$ cat src/rtl/fifo_arb_pkg.sv
// Shared constants and types for the FIFO write arbiter.
package fifo_arb_pkg;

  localparam int unsigned DefDataWidth = 8;
  localparam int unsigned DefNumReq    = 4;
  localparam int unsigned DefBurstMax  = 4;

  // Beat counter is 5 bits so it can hold BURST_MAX up to 16.
  localparam int unsigned BeatW = 5;

  typedef enum logic {
    IDLE  = 1'b0,
    BURST = 1'b1
  } arb_state_e;

  // Saturating increment for the 16-bit write counter.
  function automatic logic [15:0] sat_inc16(input logic [15:0] v);
    return (v == 16'hFFFF) ? v : v + 16'd1;
  endfunction

endpackage

$ cat src/rtl/rr_pick.sv
// Combinational round-robin picker: first set request at or after ptr_i, wrapping.
module rr_pick #(
  parameter int unsigned NUM_REQ = 4,
  localparam int unsigned IdxW   = $clog2(NUM_REQ)
) (
  input  logic [NUM_REQ-1:0] req_i,
  input  logic [IdxW-1:0]    ptr_i,
  output logic               found_o,
  output logic [IdxW-1:0]    idx_o
);

  // Scan from the pointer upward; the first hit wins.
  always_comb begin
    int unsigned cand;
    cand    = 0;
    found_o = 1'b0;
    idx_o   = '0;
    for (int unsigned k = 0; k < NUM_REQ; k++) begin
      cand = 32'(ptr_i) + k;
      if (cand >= NUM_REQ) begin
        cand = cand - NUM_REQ;
      end
      if (!found_o && req_i[cand]) begin
        found_o = 1'b1;
        idx_o   = IdxW'(cand);
      end
    end
  end

endmodule

$ cat src/rtl/fifo_wr_arbiter.sv
// Round-robin arbiter granting bursts of requester words into a FIFO write port.
module fifo_wr_arbiter
  import fifo_arb_pkg::*;
#(
  parameter int unsigned DATA_WIDTH = DefDataWidth,
  parameter int unsigned NUM_REQ    = DefNumReq,
  parameter int unsigned BURST_MAX  = DefBurstMax,
  localparam int unsigned IdxW      = $clog2(NUM_REQ)
) (
  input  logic                          clk1,
  input  logic                          wrst,
  input  logic [NUM_REQ-1:0]            req,
  input  logic [NUM_REQ*DATA_WIDTH-1:0] req_data,
  input  logic [NUM_REQ-1:0]            req_last,
  output logic [NUM_REQ-1:0]            gnt,
  input  logic                          fifo_full,
  input  logic                          fifo_almost_full,
  output logic                          wr_en,
  output logic [DATA_WIDTH-1:0]         din,
  output logic [IdxW-1:0]               owner,
  output logic                          busy,
  output logic [15:0]                   words_written
);

  arb_state_e            state_q;
  logic [IdxW-1:0]       owner_q;
  logic [IdxW-1:0]       rr_ptr_q;
  logic [BeatW-1:0]      beat_q;
  logic                  wr_en_q;
  logic [DATA_WIDTH-1:0] din_q;
  logic [15:0]           words_q;

  logic                  pick_found;
  logic [IdxW-1:0]       pick_idx;
  logic [IdxW-1:0]       next_ptr;
  logic                  own_req;
  logic                  own_last;
  logic [DATA_WIDTH-1:0] own_data;
  logic                  fifo_ready;
  logic                  accept;
  logic                  burst_end;
  logic [BeatW-1:0]      beat_inc;

  rr_pick #(
    .NUM_REQ(NUM_REQ)
  ) u_pick (
    .req_i  (req),
    .ptr_i  (rr_ptr_q),
    .found_o(pick_found),
    .idx_o  (pick_idx)
  );

  // Route the owning requester's valid, last flag and data word.
  always_comb begin
    own_req  = 1'b0;
    own_last = 1'b0;
    own_data = '0;
    for (int unsigned i = 0; i < NUM_REQ; i++) begin
      if (owner_q == IdxW'(i)) begin
        own_req  = req[i];
        own_last = req_last[i];
        own_data = req_data[i*DATA_WIDTH +: DATA_WIDTH];
      end
    end
  end

  // Almost-full already guarantees a free slot, but we stall on it to leave headroom.
  assign fifo_ready = ~fifo_full & ~fifo_almost_full;
  assign accept     = (state_q == BURST) & own_req & fifo_ready & ~wrst;
  assign beat_inc   = beat_q + 5'd1;

  // A dropped request ends the burst even while the FIFO is stalling us.
  assign burst_end  = ~own_req | (accept & (own_last | (beat_inc == BeatW'(BURST_MAX))));

  assign next_ptr   = (owner_q == IdxW'(NUM_REQ - 1)) ? '0 : owner_q + 1'b1;

  // One-hot accept strobe toward the current owner only.
  always_comb begin
    gnt          = '0;
    gnt[owner_q] = accept;
  end

  // Arbitration FSM with registered write port.
  always_ff @(posedge clk1) begin
    if (wrst) begin
      state_q  <= IDLE;
      owner_q  <= '0;
      rr_ptr_q <= '0;
      beat_q   <= '0;
      wr_en_q  <= 1'b0;
      din_q    <= '0;
    end else begin
      wr_en_q <= 1'b0;
      case (state_q)
        IDLE: begin
          if (pick_found) begin
            owner_q <= pick_idx;
            beat_q  <= '0;
            state_q <= BURST;
          end
        end
        BURST: begin
          if (accept) begin
            wr_en_q <= 1'b1;
            din_q   <= own_data;
            beat_q  <= beat_inc;
          end
          if (burst_end) begin
            state_q  <= IDLE;
            rr_ptr_q <= next_ptr;
          end
        end
        default: state_q <= IDLE;
      endcase
    end
  end

  // Count completed FIFO writes, saturating at all-ones.
  always_ff @(posedge clk1) begin
    if (wrst) begin
      words_q <= '0;
    end else if (wr_en_q) begin
      words_q <= sat_inc16(words_q);
    end
  end

  assign wr_en         = wr_en_q;
  assign din           = din_q;
  assign owner         = owner_q;
  assign busy          = (state_q == BURST);
  assign words_written = words_q;

endmodule

$ cat config.mk
export PLATFORM = sky130hd
export DESIGN_NAME = fifo_wr_arbiter
export DESIGN_NICKNAME = d
export VERILOG_FILES = /design/src/rtl/fifo_arb_pkg.sv /design/src/rtl/rr_pick.sv /design/src/rtl/fifo_wr_arbiter.sv
export SDC_FILE = /design/constraint.sdc
export NUM_CORES = 1
export LEC_CHECK = 0
export ABC_AREA = 1
export CORE_MARGIN = 10
export CORE_UTILIZATION = 46
export CTS_CLUSTER_DIAMETER = 40
export DETAILED_ROUTE_END_ITERATION = 10
export GPL_ROUTABILITY_DRIVEN = 0
export PLACE_DENSITY = 0.78
export SYNTH_ARGS = -nofsm -noshare
export SYNTH_HDL_FRONTEND = slang
export SYNTH_SLANG_ARGS = --single-unit
$ cat constraint.sdc
create_clock -name clk1 -period 1.81 [get_ports clk1]
set_input_delay 0.181 -clock clk1 [delete_from_list [all_inputs] [get_ports clk1]]
set_output_delay 0.181 -clock clk1 [all_outputs]
set_load 0.01 [all_outputs]
# Word level (Yosys, flattened, before mapping)

Index checks and enable logic that the tools add are counted.

Bitwise gates (word level): 14
Mux-type cells: 42
Add/subtract/negate cells: 10
Reductions and logical operators: 14
Equality and inequality tests: 7
Order comparisons: 10

Operator list:

| cell                                                                    | number |
|---|---|
| 32-bit by 3-bit < comparator with 1-bit output (second input constant)  | 4 |
| 32-bit two-way mux                                                      | 4 |
| 32-bit by 3-bit >= comparator with 1-bit output (second input constant) | 3 |
| 32-bit by 3-bit subtractor with 32-bit output (second input constant)   | 3 |
| 8-bit two-way mux                                                       | 4 |
| 1-bit two-way mux                                                       | 20 |
| 16-bit by 1-bit adder with 16-bit output (second input constant)        | 1 |
| 16-bit equality test (second input constant)                            | 1 |
| 2-bit two-way mux                                                       | 5 |
| 5-bit two-way mux                                                       | 2 |
| 5-bit case mux with 2 select lines                                      | 1 |
| 2-bit AND reduction                                                     | 5 |
| 1-bit binary-select mux with 2-bit select                               | 4 |
| 2-bit by 2-bit adder with 3-bit output (second input constant)          | 2 |
| 1-bit inverter                                                          | 6 |
| 5-bit by 1-bit adder with 5-bit output (second input constant)          | 1 |
| 1-bit bitwise AND                                                       | 5 |
| 5-bit by 3-bit equality test with 1-bit output (second input constant)  | 1 |
| 4-bit bitwise AND                                                       | 1 |
| 2-bit equality test (second input constant)                             | 2 |
| 1-bit logical AND                                                       | 4 |
| 2-bit by 3-bit subtractor with 4-bit output (second input constant)     | 1 |
| 2-bit by 1-bit adder with 3-bit output (second input constant)          | 1 |
| 2-bit by 3-bit >= comparator with 1-bit output (second input constant)  | 1 |
| 12 further kinds                                                        | 15 |

Logic and storage cells: 104
Register bits: 35
Output and inout bits: 32

# Logic depth before layout (Yosys ltp)

Depth after elaboration: 16
Depth in mapped cells: 14
Gate-level depth less buffers: 14

# Cells and area by module

A second synthesis with hierarchy kept.

Cell total of the unflattened synthesis: 358
Area, all modules: 2403.6 um^2

By module, submodules not included:

| module          | seq. area each (um^2) | instances | area an instance (um^2) | cells each |
|---|---|---|---|---|
| fifo_wr_arbiter | 700.7                 | 1         | 2084.5                  | 299 |
| rr_pick         | 0.0                   | 1         | 319.1                   | 59 |

# Worst setup path after synthesis

Ideal clock, no wire load.

Path kind: reg-to-reg
Start point: register owner_q[0], in the netlist owner[0]
End point: register rr_ptr_q[1]
Cell stages (with the launch flop): 14
Arrival time: 1605 ps
Required time: 1697 ps
Setup time: 113 ps
Buffers on the path: 1
Slack: 92 ps
Cells stage by stage: dfxtp_1 inv_1 ha_1 buf_2 inv_1 nor2_1 nor2_1 nand2_1 nand3_1 nand2_1 nand2_1 nand2_1 nor2_1 nor2_1

Word-level cells in the longest chain between the ends: 11

Ends and longest elaborated chain:

| item                            | line                   | source |
|---|---|---|
| from (decl)                     | fifo_wr_arbiter.sv:26  | `logic [IdxW-1:0] owner_q;` |
| from (signal assigned)          | fifo_wr_arbiter.sv:97  | `owner_q <= pick_idx;` |
| 2-bit logical NOT               | fifo_wr_arbiter.sv:59  | `if (owner_q == IdxW'(i)) begin` |
| 1-bit two-way mux (4 in series) | fifo_wr_arbiter.sv:59  |  |
| 1-bit bitwise AND (3 in series) | fifo_wr_arbiter.sv:69  | `assign accept = (state_q == BURST) & own_req & fifo_ready & ~wrst;` |
| 1-bit bitwise AND               | fifo_wr_arbiter.sv:73  | `assign burst_end = ~own_req \| (accept & (own_last \| (beat_inc == BeatW'(BURST_MAX))));` |
| 1-bit OR                        | fifo_wr_arbiter.sv:73  |  |
| 2-bit AND reduction (no line)   | --                     |  |
| to (signal assigned)            | fifo_wr_arbiter.sv:110 | `rr_ptr_q <= next_ptr;` |
| to (decl)                       | fifo_wr_arbiter.sv:27  | `logic [IdxW-1:0] rr_ptr_q;` |

Parallel ways exist; a longest one is shown, timed or not.
A chain may end at the register's enable or synchronous reset.

# Final worst setup path

Start point: register owner_q[0], in the netlist owner[0]
End point: output gnt[2]

Word-level cells in the longest chain between the ends: 9

Ends and longest elaborated chain:

| item                            | line                  | source |
|---|---|---|
| 2-bit logical NOT               | fifo_wr_arbiter.sv:59 |  |
| 1-bit two-way mux (4 in series) | fifo_wr_arbiter.sv:59 |  |
| 1-bit bitwise AND (3 in series) | fifo_wr_arbiter.sv:69 |  |
| 4-bit bitwise AND (no line) (*) | --                    |  |
| to (decl)                       | fifo_wr_arbiter.sv:15 | `output logic [NUM_REQ-1:0] gnt,` |

Mark *: on every way between the ends. The rest lies on a longest branch, timed or not.

==> results.json <==
{
  "critPathCaptureType": "output port",
  "fmax_ghz": 0.5532,
  "area_growth_pct": 50.11,
  "fin_nets": 504,
  "min_path_cells": 2,
  "avgSynthCellArea_um2": 6.457,
  "synth_ff_type": "dfxtp_1",
  "synth_top_area_share_pct": 30.57,
  "first_pass_iters": 4,
  "yosys_register_bits": 35,
  "synthTopCellsByArea": "dfxtp_1 (31%), nand2_1 (17%), a21oi_1 (9.4%), nand3_1 (5.9%), nor2_1 (5.9%)",
  "h-tree-depth": 2,
  "muxShareOfSynthArea_pct": 0,
  "core_area_mm2": 0.004786,
  "cts_num_sinks": 35,
  "required_ns": 1.63,
  "wl_per_cell_um": 13.48,
  "holdBufCountCts": 0,
  "synth_cell_type_count": 29,
  "grt_max_degree": 19,
  "p_int_w": 0.001858,
  "antenna_found_initial": 0,
  "pwr-share-comb_pct": 54.6,
  "io_pins": 76,
  "hold_viol": 0,
  "portBuffers": 75,
  "crit_start": "owner[0]",
  "grt_setup_unrepaired": "true",
  "numCtsBuffers": 5,
  "place_area_mm2": 0.003262,
  "diodes": 0,
  "dieArea_mm2": 0.008207,
  "die_x_um": 90.59,
  "worstMarginPinSlew_ns": 0.5815,
  "setup_viol_count_final": 0,
  "path_class": "reg -> out",
  "cp.arrival_ns": 1.63,
  "routed_wl_mm": 7.034,
  "holdWs_ns": 0.5027,
  "cts_tree": "yes",
  "num_vias": 2636,
  "yosysTopAreaCell": "dfxtp_1",
  "viasPerCell": 5.050,
  "grt-ovfl-total": 0,
  "synth.most_common_cell": "nand2_1",
  "synthSimpleGateAreaFrac_pct": 34.72,
  "status": "complete, no violations",
  "powerDensity_mw_per_mm2": 935.8,
  "postRouteAntennaNets": 0,
  "drt_iter0_markers": 138,
  "pwr-share-seq_pct": 27.8,
  "syn-num-nets": 405,
  "hold_path_end": "beat_q[4]",
  "r2r_end": "din[5]",
  "rr_startpoint": "owner[1]",
  "drc": 0,
  "clkLatencyLatePin_ns": 0.29,
  "peakVddDrop_mv": 0.5770,
  "drive_gt1_share_pct": 18.02,
  "dp.final_hpwl_mm": 5.651,
  "synth_edf_count": 0,
  "synth_compound_area_share_pct": 18.40,
  "maxSlewViolCount": 0,
  "synth_fa_ha_area_share_pct": 3.275,
  "relSlewSlack_pct": 61.19,
  "synth-async-reset-ratio_pct": 0,
  "synthTopCellsByCount": "nand2_1 (101), a21oi_1 (43), nor2_1 (36), dfxtp_1 (35), nand3_1 (27)",
  "swShare_pct": 42.29,
  "power_frac_clock_pct": 17.6,
  "finalCritPeriodShare_pct": 99.87,
  "clk_pin_slew_ns": 0.08,
  "final_area_mm2": 0.003441,
  "leakagePower_nw": 1.404,
  "synth_xor_area_share_pct": 4.585,
  "cts-root-buf": "clkbuf_8",
  "grt_pass1_wl_mm": 11.98,
  "cap_violations": 0,
  "p_sw_w": 0.001362,
  "seq_area_frac_synth_pct": 30.57,
  "final.setup_skew_ns": 0.01021,
  "period_needed_ns": 1.808,
  "r2r_setup_slack_ns": 0.09,
  "synth_top_family_by_area": "simple AND/OR/NAND/NOR gates",
  "syn_inst": 355,
  "path_max_fanout": 5,
  "hold_start": "beat_q[4]",
  "grt_usage_pct": 17.03,
  "cts.path.max_buffers": 2,
  "grt_pass1_vias": 2596,
  "rows": 25,
  "synth_area_mm2": 0.002292,
  "die_y_um": 90.59,
  "hold_class": "reg -> reg",
  "r2r_cells": 12,
  "startpoint_type": "flop",
  "initial_core_util_pct": 47.90,
  "synth_warnings": 0
}
[worst max-delay path: stages, from the launching register on]
cell and delay [ns]:
dfxtp_4 0.37, inv_4 0.09, ha_4 0.13, inv_2 0.04
nor2_4 0.07, nand2_1 0.05, nand2_1 0.07, nand2_2 0.07
o21ai_4 0.09, nand2_4 0.11, nor2_2 0.12, buf_2 0.14
[routing by layer]
layer  GRT usage (%)  vias to the layer above  share of wire [%]
li1                -                     1353                  -
met1           18.87                     1188                 41
met2           28.00                       86                 47
met3           9.227                        9                 11
met4           3.714                        0                1.2
met5               0                        -                  0
[placed cells by master, fill, tap and decap left out, types with 5 or more instances in the layout]
| cell | instances |
|---|---|
| a21oi_2 | 7 |
| inv_1 | 23 |
| clkdlybuf4s50_1 | 71 |
| nand2_1 | 100 |
| a21oi_1 | 42 |
| o21ai_1 | 6 |
| clkbuf_8 | 5 |
| xor2_1 | 7 |
| dfxtp_1 | 32 |
| o21ai_2 | 5 |
| buf_4 | 25 |
| xnor2_1 | 5 |
| o21ai_0 | 16 |
| nor2_1 | 33 |
| nand3_1 | 27 |
| inv_2 | 5 |
| nor3_1 | 5 |
[worst max path at each step]
stage / end / slack [ns] / cells past startpoint
final: gnt[2] / 0.002 / 11
after floorplan: rr_ptr_q[1] / 0.09 / 13
after CTS: gnt[2] / -0.002 / 11
after global routing: gnt[2] / -0.10 / 11
after detailed placement: gnt[2] / -0.18 / 8
after global placement: gnt[2] / -0.16 / 8
[power groups by stage]
stage,registers (W),logic (W),clock network [W]
6_report,0.000896,0.00176,0.000566
3_3_place_gp,0.000891,0.00161,0
4_1_cts,0.000881,0.00166,0.000573
3_5_place_dp,0.000894,0.00165,0
5_1_grt,0.000906,0.00197,0.000611
2_1_floorplan,0.000919,0.00104,0
[through the flow]
stage	worst slack, ns	std cells	TNS (ns)	util, %	power, W
final	0.002353	522	0	71.90	0.003220
after global routing	-0.1041	522	-0.4097	71.90	0.003485
after CTS	-0.001719	520	-0.001719	69.65	0.003112
after detailed placement	-0.1752	512	-0.9469	68.16	0.002543
after global placement	-0.1599	512	-0.5648	68.16	0.002503
after floorplan	0.09236	355	0	-	0.001954
[registers in the layout, summed over array words and instances, names as in the netlist]
signal / cells
words_written: 16
din: 8
beat_q: 5
owner: 2
rr_ptr_q: 2
busy: 1
wr_en: 1
[cells by family (layout without fill, tap and decap cells)]
family                   after synthesis  in the layout
AND/OR/NAND/NOR                      182            182
flip-flops                            35             35
adder cells (fa/ha/maj)                6              6
buffers and inverters                 42            142
AO/OA/AOI/OAI                         78             78
XOR/XNOR                              12             12
[cell type report]
| class | count | area [µm²] |
|---|---|---|
| fill | 404 | 1345 |
| clock buffer | 6 | 72.57 |
| clock inverter | 2 | 12.51 |
| tap | 67 | 83.83 |
| multi-input combinational | 278 | 1476 |
| sequential | 35 | 706.9 |
| inverter | 30 | 116.4 |
| timing repair buffer | 104 | 972.2 |
[what timing repair did]
item / in CTS / in global routing
buffers inserted: 0 / 2
pin swaps: 0 / 3
endpoints found under the setup margin: 15 / 21
gates resized for setup: 20 / 28
Note: power is estimated with default switching activity, not from simulation.
